--- src/rtl/rggen_apb_bridge_arbiter.sv ---
// rtl/rggen_apb_bridge_arbiter.sv - round-robin arbiter sharing one APB slave port between request/ack masters
//
// Ports:
//   clk, rst_n                 clock, asynchronous active-low reset
//   i_req[N]                   per-requester request, held until its o_ack
//   i_write[N]                 per-requester direction (1 = write)
//   i_address[N*AW]            requester k at [k*AW +: AW]
//   i_write_data[N*DW]         requester k at [k*DW +: DW]
//   o_ack[N]                   one-cycle completion pulse to the winner
//   o_error, o_read_data       pslverr / prdata of the completed transfer, valid with o_ack
//   o_psel, o_penable, o_pwrite, o_paddr, o_pwdata   APB master outputs (registered)
//   i_pready, i_prdata, i_pslverr                    APB slave responses
module rggen_apb_bridge_arbiter #(
    parameter int NUM_REQUESTERS = 2,
    parameter int ADDRESS_WIDTH  = 16,
    parameter int DATA_WIDTH     = 32
) (
    input  logic                                 clk,
    input  logic                                 rst_n,
    input  logic [NUM_REQUESTERS-1:0]            i_req,
    input  logic [NUM_REQUESTERS-1:0]            i_write,
    input  logic [NUM_REQUESTERS*ADDRESS_WIDTH-1:0] i_address,
    input  logic [NUM_REQUESTERS*DATA_WIDTH-1:0]    i_write_data,
    output logic [NUM_REQUESTERS-1:0]            o_ack,
    output logic                                 o_error,
    output logic [DATA_WIDTH-1:0]                o_read_data,
    output logic                                 o_psel,
    output logic                                 o_penable,
    output logic                                 o_pwrite,
    output logic [ADDRESS_WIDTH-1:0]             o_paddr,
    output logic [DATA_WIDTH-1:0]                o_pwdata,
    input  logic                                 i_pready,
    input  logic [DATA_WIDTH-1:0]                i_prdata,
    input  logic                                 i_pslverr
);

    localparam int N  = NUM_REQUESTERS;
    localparam int IW = (N > 1) ? $clog2(N) : 1;
    localparam logic [IW-1:0] LAST_GRANT_RESET = IW'(N - 1);

    typedef enum logic [1:0] {
        IDLE,
        SETUP,
        ACCESS,
        DONE
    } state_t;

    state_t        state;
    state_t        state_next;
    logic [IW-1:0] last_grant;
    logic [IW-1:0] grant;
    logic [IW-1:0] winner;
    logic          found;
    int            cand;

    // Scan requesters starting one past the last winner; the first active
    // request found wins, so every requester waits at most N-1 transfers.
    always_comb begin
        winner = '0;
        found  = 1'b0;
        cand   = 0;
        for (int off = 1; off <= N; off++) begin
            cand = (int'(last_grant) + off) % N;
            if (!found && i_req[cand[IW-1:0]]) begin
                winner = cand[IW-1:0];
                found  = 1'b1;
            end
        end
    end

    always_ff @(posedge clk or negedge rst_n) begin
        if (!rst_n) begin
            state <= IDLE;
        end else begin
            state <= state_next;
        end
    end

    always_comb begin
        state_next = state;
        case (state)
            IDLE:    if (found) state_next = SETUP;
            SETUP:   state_next = ACCESS;
            ACCESS:  if (i_pready) state_next = DONE;
            DONE:    state_next = IDLE;
            default: state_next = IDLE;
        endcase
    end

    // Registered datapath: every APB and requester-side output is a flop,
    // loaded on the edge that enters the state in which it must be visible.
    always_ff @(posedge clk or negedge rst_n) begin
        if (!rst_n) begin
            last_grant  <= LAST_GRANT_RESET;
            grant       <= '0;
            o_ack       <= '0;
            o_error     <= 1'b0;
            o_read_data <= '0;
            o_psel      <= 1'b0;
            o_penable   <= 1'b0;
            o_pwrite    <= 1'b0;
            o_paddr     <= '0;
            o_pwdata    <= '0;
        end else begin
            o_ack <= '0;
            case (state)
                IDLE: begin
                    if (found) begin
                        // Latch the winner's command so later input changes
                        // cannot disturb the transfer in flight.
                        grant    <= winner;
                        o_pwrite <= i_write[winner];
                        o_paddr  <= i_address[winner*ADDRESS_WIDTH +: ADDRESS_WIDTH];
                        o_pwdata <= i_write_data[winner*DATA_WIDTH +: DATA_WIDTH];
                        o_psel   <= 1'b1;
                    end
                end
                SETUP: begin
                    o_penable <= 1'b1;
                end
                ACCESS: begin
                    if (i_pready) begin
                        o_psel       <= 1'b0;
                        o_penable    <= 1'b0;
                        o_read_data  <= o_pwrite ? '0 : i_prdata;
                        o_error      <= i_pslverr;
                        last_grant   <= grant;
                        o_ack[grant] <= 1'b1;
                    end
                end
                default: begin
                end
            endcase
        end
    end

endmodule

--- config.mk ---
export PLATFORM = sky130hd
export DESIGN_NAME = rggen_apb_bridge_arbiter
export DESIGN_NICKNAME = d
export VERILOG_FILES = /design/src/rtl/rggen_apb_bridge_arbiter.sv
export SDC_FILE = /design/constraint.sdc
export NUM_CORES = 1
export LEC_CHECK = 0
export ABC_CLOCK_PERIOD_IN_PS = 1800
export CORE_MARGIN = 2
export CORE_UTILIZATION = 39
export CTS_CLUSTER_DIAMETER = 200
export DETAILED_ROUTE_END_ITERATION = 7
export PLACE_DENSITY_LB_ADDON = 0.08
export SYNTH_ARGS = -nofsm -noshare
export SYNTH_HDL_FRONTEND = slang
export SYNTH_SLANG_ARGS = --single-unit
--- constraint.sdc ---
create_clock -name clk -period 1.8 [get_ports clk]
set_input_delay 0.27 -clock clk [delete_from_list [all_inputs] [get_ports clk]]
set_output_delay 0.27 -clock clk [all_outputs]
set_load 0.005 [all_outputs]
==> summary.md <==
| Metric | Value |
|---|---|
| Cell Int Power | 6211 uW |
| Final period util | 0.8784 |
| DR iter-0 viols | 151 |
| Clock Power Share | 0.145 |
| Vias in the first global route | 4036 |
| Clock-pin slew on the worst setup and hold paths | 0.08 ns |
| Drt total wl | 11790 um |
| Post-route ant nets | 0 |
| Worst slew pin tran | 0.3831 ns |
| Layout cells sized above 1 | 0.05997 |
| Worst path top cell family by delay | compound AO/OA/AOI/OAI gates |
| Fin nets | 803 |
| Most frequent cells in the layout | 220 x clkdlybuf4s50_1, 99 x a21oi_1, 89 x dfrtp_1 |
| Via count | 3911 |
| Power Density | 1408 mW/mm2 |
| Final core occ | 0.6733 |
| Synth cell types | 22 |
| 1st-pass router iterations | 4 |
| Final setup violation count | 0 |
| Status | finished clean |
| Final worst slack | 0.2189 ns |
| PortBufs | 221 |
| Crit path max fanout | 11 |
| Gr usage total | 0.2158 |
| Die height | 105.0 um |
| DRC viols | 0 |
| Fin Clk Skew | 0.009288 ns |
| Switching pwr | 3098 uW |
| Final hold vios | 0 |
| Yosys Warn Count | 0 |
| Max-Cap Viols | 0 |
| Fin cells | 800 |
| Fin. max-slew vios | 0 |
| Clk_lat worst skew | 0.35 ns |
| Post-layout power | 9310 uW |
| Fmax | 632.5 MHz |
| Critical Path RT | 2.07 ns |
| Row count | 36 |
| Core area | 0.009819 mm2 |
| Sequential Power Share | 0.364 |
| Logic gate share of total power | 0.492 |
| TritonCTS clock tree | done |
| First-pass GRT wire length | 19330 um |
| Register area share after synthesis | 0.5660 |
| RSZ-0062 raised after global routing | no |
| Crit path buf inv count | 2 |
| Initial antenna violation count | 0 |
| CTS H-tree depth | 3 |
| CTS sink count | 90 |
| Min Tclk post-route | 1.581 ns |
| Die X | 105.0 um |
| Crit path DAT | 1.85 ns |
| Starting density of the core | 0.4055 |
| Commonest non-fill, non-tap cell in the layout | clkdlybuf4s50_1 |
| Die Footprint | 0.01103 mm2 |
| Synth Instances | 443 |
| CP max stage delay | 0.39 ns |
| Largest net degree at the start of global routing | 49 |
| Rel. slew slack | 0.7446 |
| Diodes inserted | 0 |
| Placed cells | 783 |
| Setup Buffers After CTS | 0 |
| Maximum vdd ir drop | 0.7511 mV |
| I/O pins | 222 |
| TNS Setup | 0 ns |
| Vias/cell | 4.889 |
| Worst setup SP type | flip-flop |
| HPWL Detailed | 8800 um |
| Worst Hold Class | primary input to asynchronous set/reset pin |
| Lkg Pwr | 0.002811 uW |
| Grt total ovfl | 0 |
| Crit. End Element | flip-flop |
| CTS Root Cell | clkbuf_8 |
| Synthesis-to-finish area growth | 66.06% |
| Routed WL per cell | 14.74 um |
| Critical path start-end classification | flip-flop to flip-flop |
| Placer Congestion | 0.7712 |
| Syn Nets | 584 |
| Pre-CTS setup slack | 0.06078 ns |
| #FFs+latches synth | 90 |
| CP max stage cell | dfrtp_1 |
| Switching Fraction | 0.3328 |
| Post-Syn Area | 0.003981 mm2 |
| Num CTS Buffers | 9 |
| Critical path cell sequence | inv_1, ha_2, o21a_2, buf_4, nor2_1, a21oi_1 |
| Clock tree buffer depth | 2 |
| Mean Syn Cell Area | 8.987 um2 |
## what timing repair did
item	CTS	global route
gates resized for setup	0	1
endpoints found under the setup margin	0	3
endpoints found under the hold margin	19	0
hold buffers	1	0
## layer usage
layer	part of all wire	GRT usage
met5	0	0
met2	0.49	0.3711
met4	0.022	0.06952
met1	0.42	0.2600
met3	0.070	0.06238
## power by group through the flow
stage	combinational, uW	sequential (uW)	clock [uW]
4_1_cts	4630	3390	1400
6_report	4580	3390	1350
3_3_place_gp	4510	3380	0
2_1_floorplan	1910	3460	0
3_5_place_dp	4620	3420	0
5_1_grt	5050	3500	1480
## cells in the mapped netlist
| master | number | area, um2 |
|---|---|---|
| a21oi_1 | 99 | 495.5 |
| dfrtp_1 | 89 | 2227 |
| nand2_1 | 84 | 315.3 |
| nor2_1 | 53 | 198.9 |
| o21ai_0 | 33 | 165.2 |
| nand2b_1 | 32 | 200.2 |
| buf_2 | 20 | 100.1 |
| clkbuf_1 | 6 | 22.52 |
| ha_1 | 5 | 62.56 |
| buf_4 | 4 | 30.03 |
| inv_1 | 3 | 11.26 |
| mux2_2 | 3 | 33.78 |
| mux2i_1 | 3 | 30.03 |
| a211oi_1 | 1 | 7.510 |
| a21bo_2 | 1 | 10.01 |
| a21boi_2 | 1 | 11.26 |
| a22o_1 | 1 | 8.760 |
| and3_1 | 1 | 6.260 |
| dfstp_2 | 1 | 26.28 |
| nor2b_1 | 1 | 6.260 |
| o21a_1 | 1 | 7.510 |
| o21ai_1 | 1 | 5.000 |
## through the flow
step                      hold WS (ns)  instance area (um2)
after floorplan               -0.02559                 3981
final                           0.3530                 6611
after global placement          0.1802                 6410
after CTS                       0.3486                 6609
after detailed placement        0.1781                 6410
after global routing            0.3869                 6611
## registers in the layout, indices dropped and copies added, names as in the netlist, 2 cells and up
name and count:
o_pwdata 32, o_read_data 32, o_paddr 16, o_ack 2, state 2
## worst paths after layout
kind / from / end / slack [ns] / cells after the start
worst max-delay path: state[0] / o_pwdata[14] / 0.22 / 6
worst min-delay path: rst_n / o_read_data[1] / 0.35 / 2
worst max register to register: state[0] / o_pwdata[14] / 0.22 / 6
worst min register to register: grant / o_ack[0] / 0.48 / 1
max in group asynchronous: rst_n / o_paddr[5] / 0.86 / 3
min in group clk: i_write_data[7] / o_pwdata[7] / 0.45 / 3
## cell families after synthesis
group           Yosys count  share of synthesized area
fa+ha+maj                 5                    0.01571
buf+inv                  33                    0.04117
compound gates          138                     0.1785
mux                       6                    0.01603
simple gates            171                     0.1826
flops                    90                     0.5660
## cell type report
type	count	area [um2]
Clock buffer	13	148.9
Clock inverter	3	40.04
Fill cell	874	3208
Inverter	3	11.26
Multi-Input combinational cell	320	1589
Sequential cell	90	2253
Tap cell	133	166.4
Timing Repair Buffer	238	2402
Note: power is estimated with default switching activity, not from simulation.
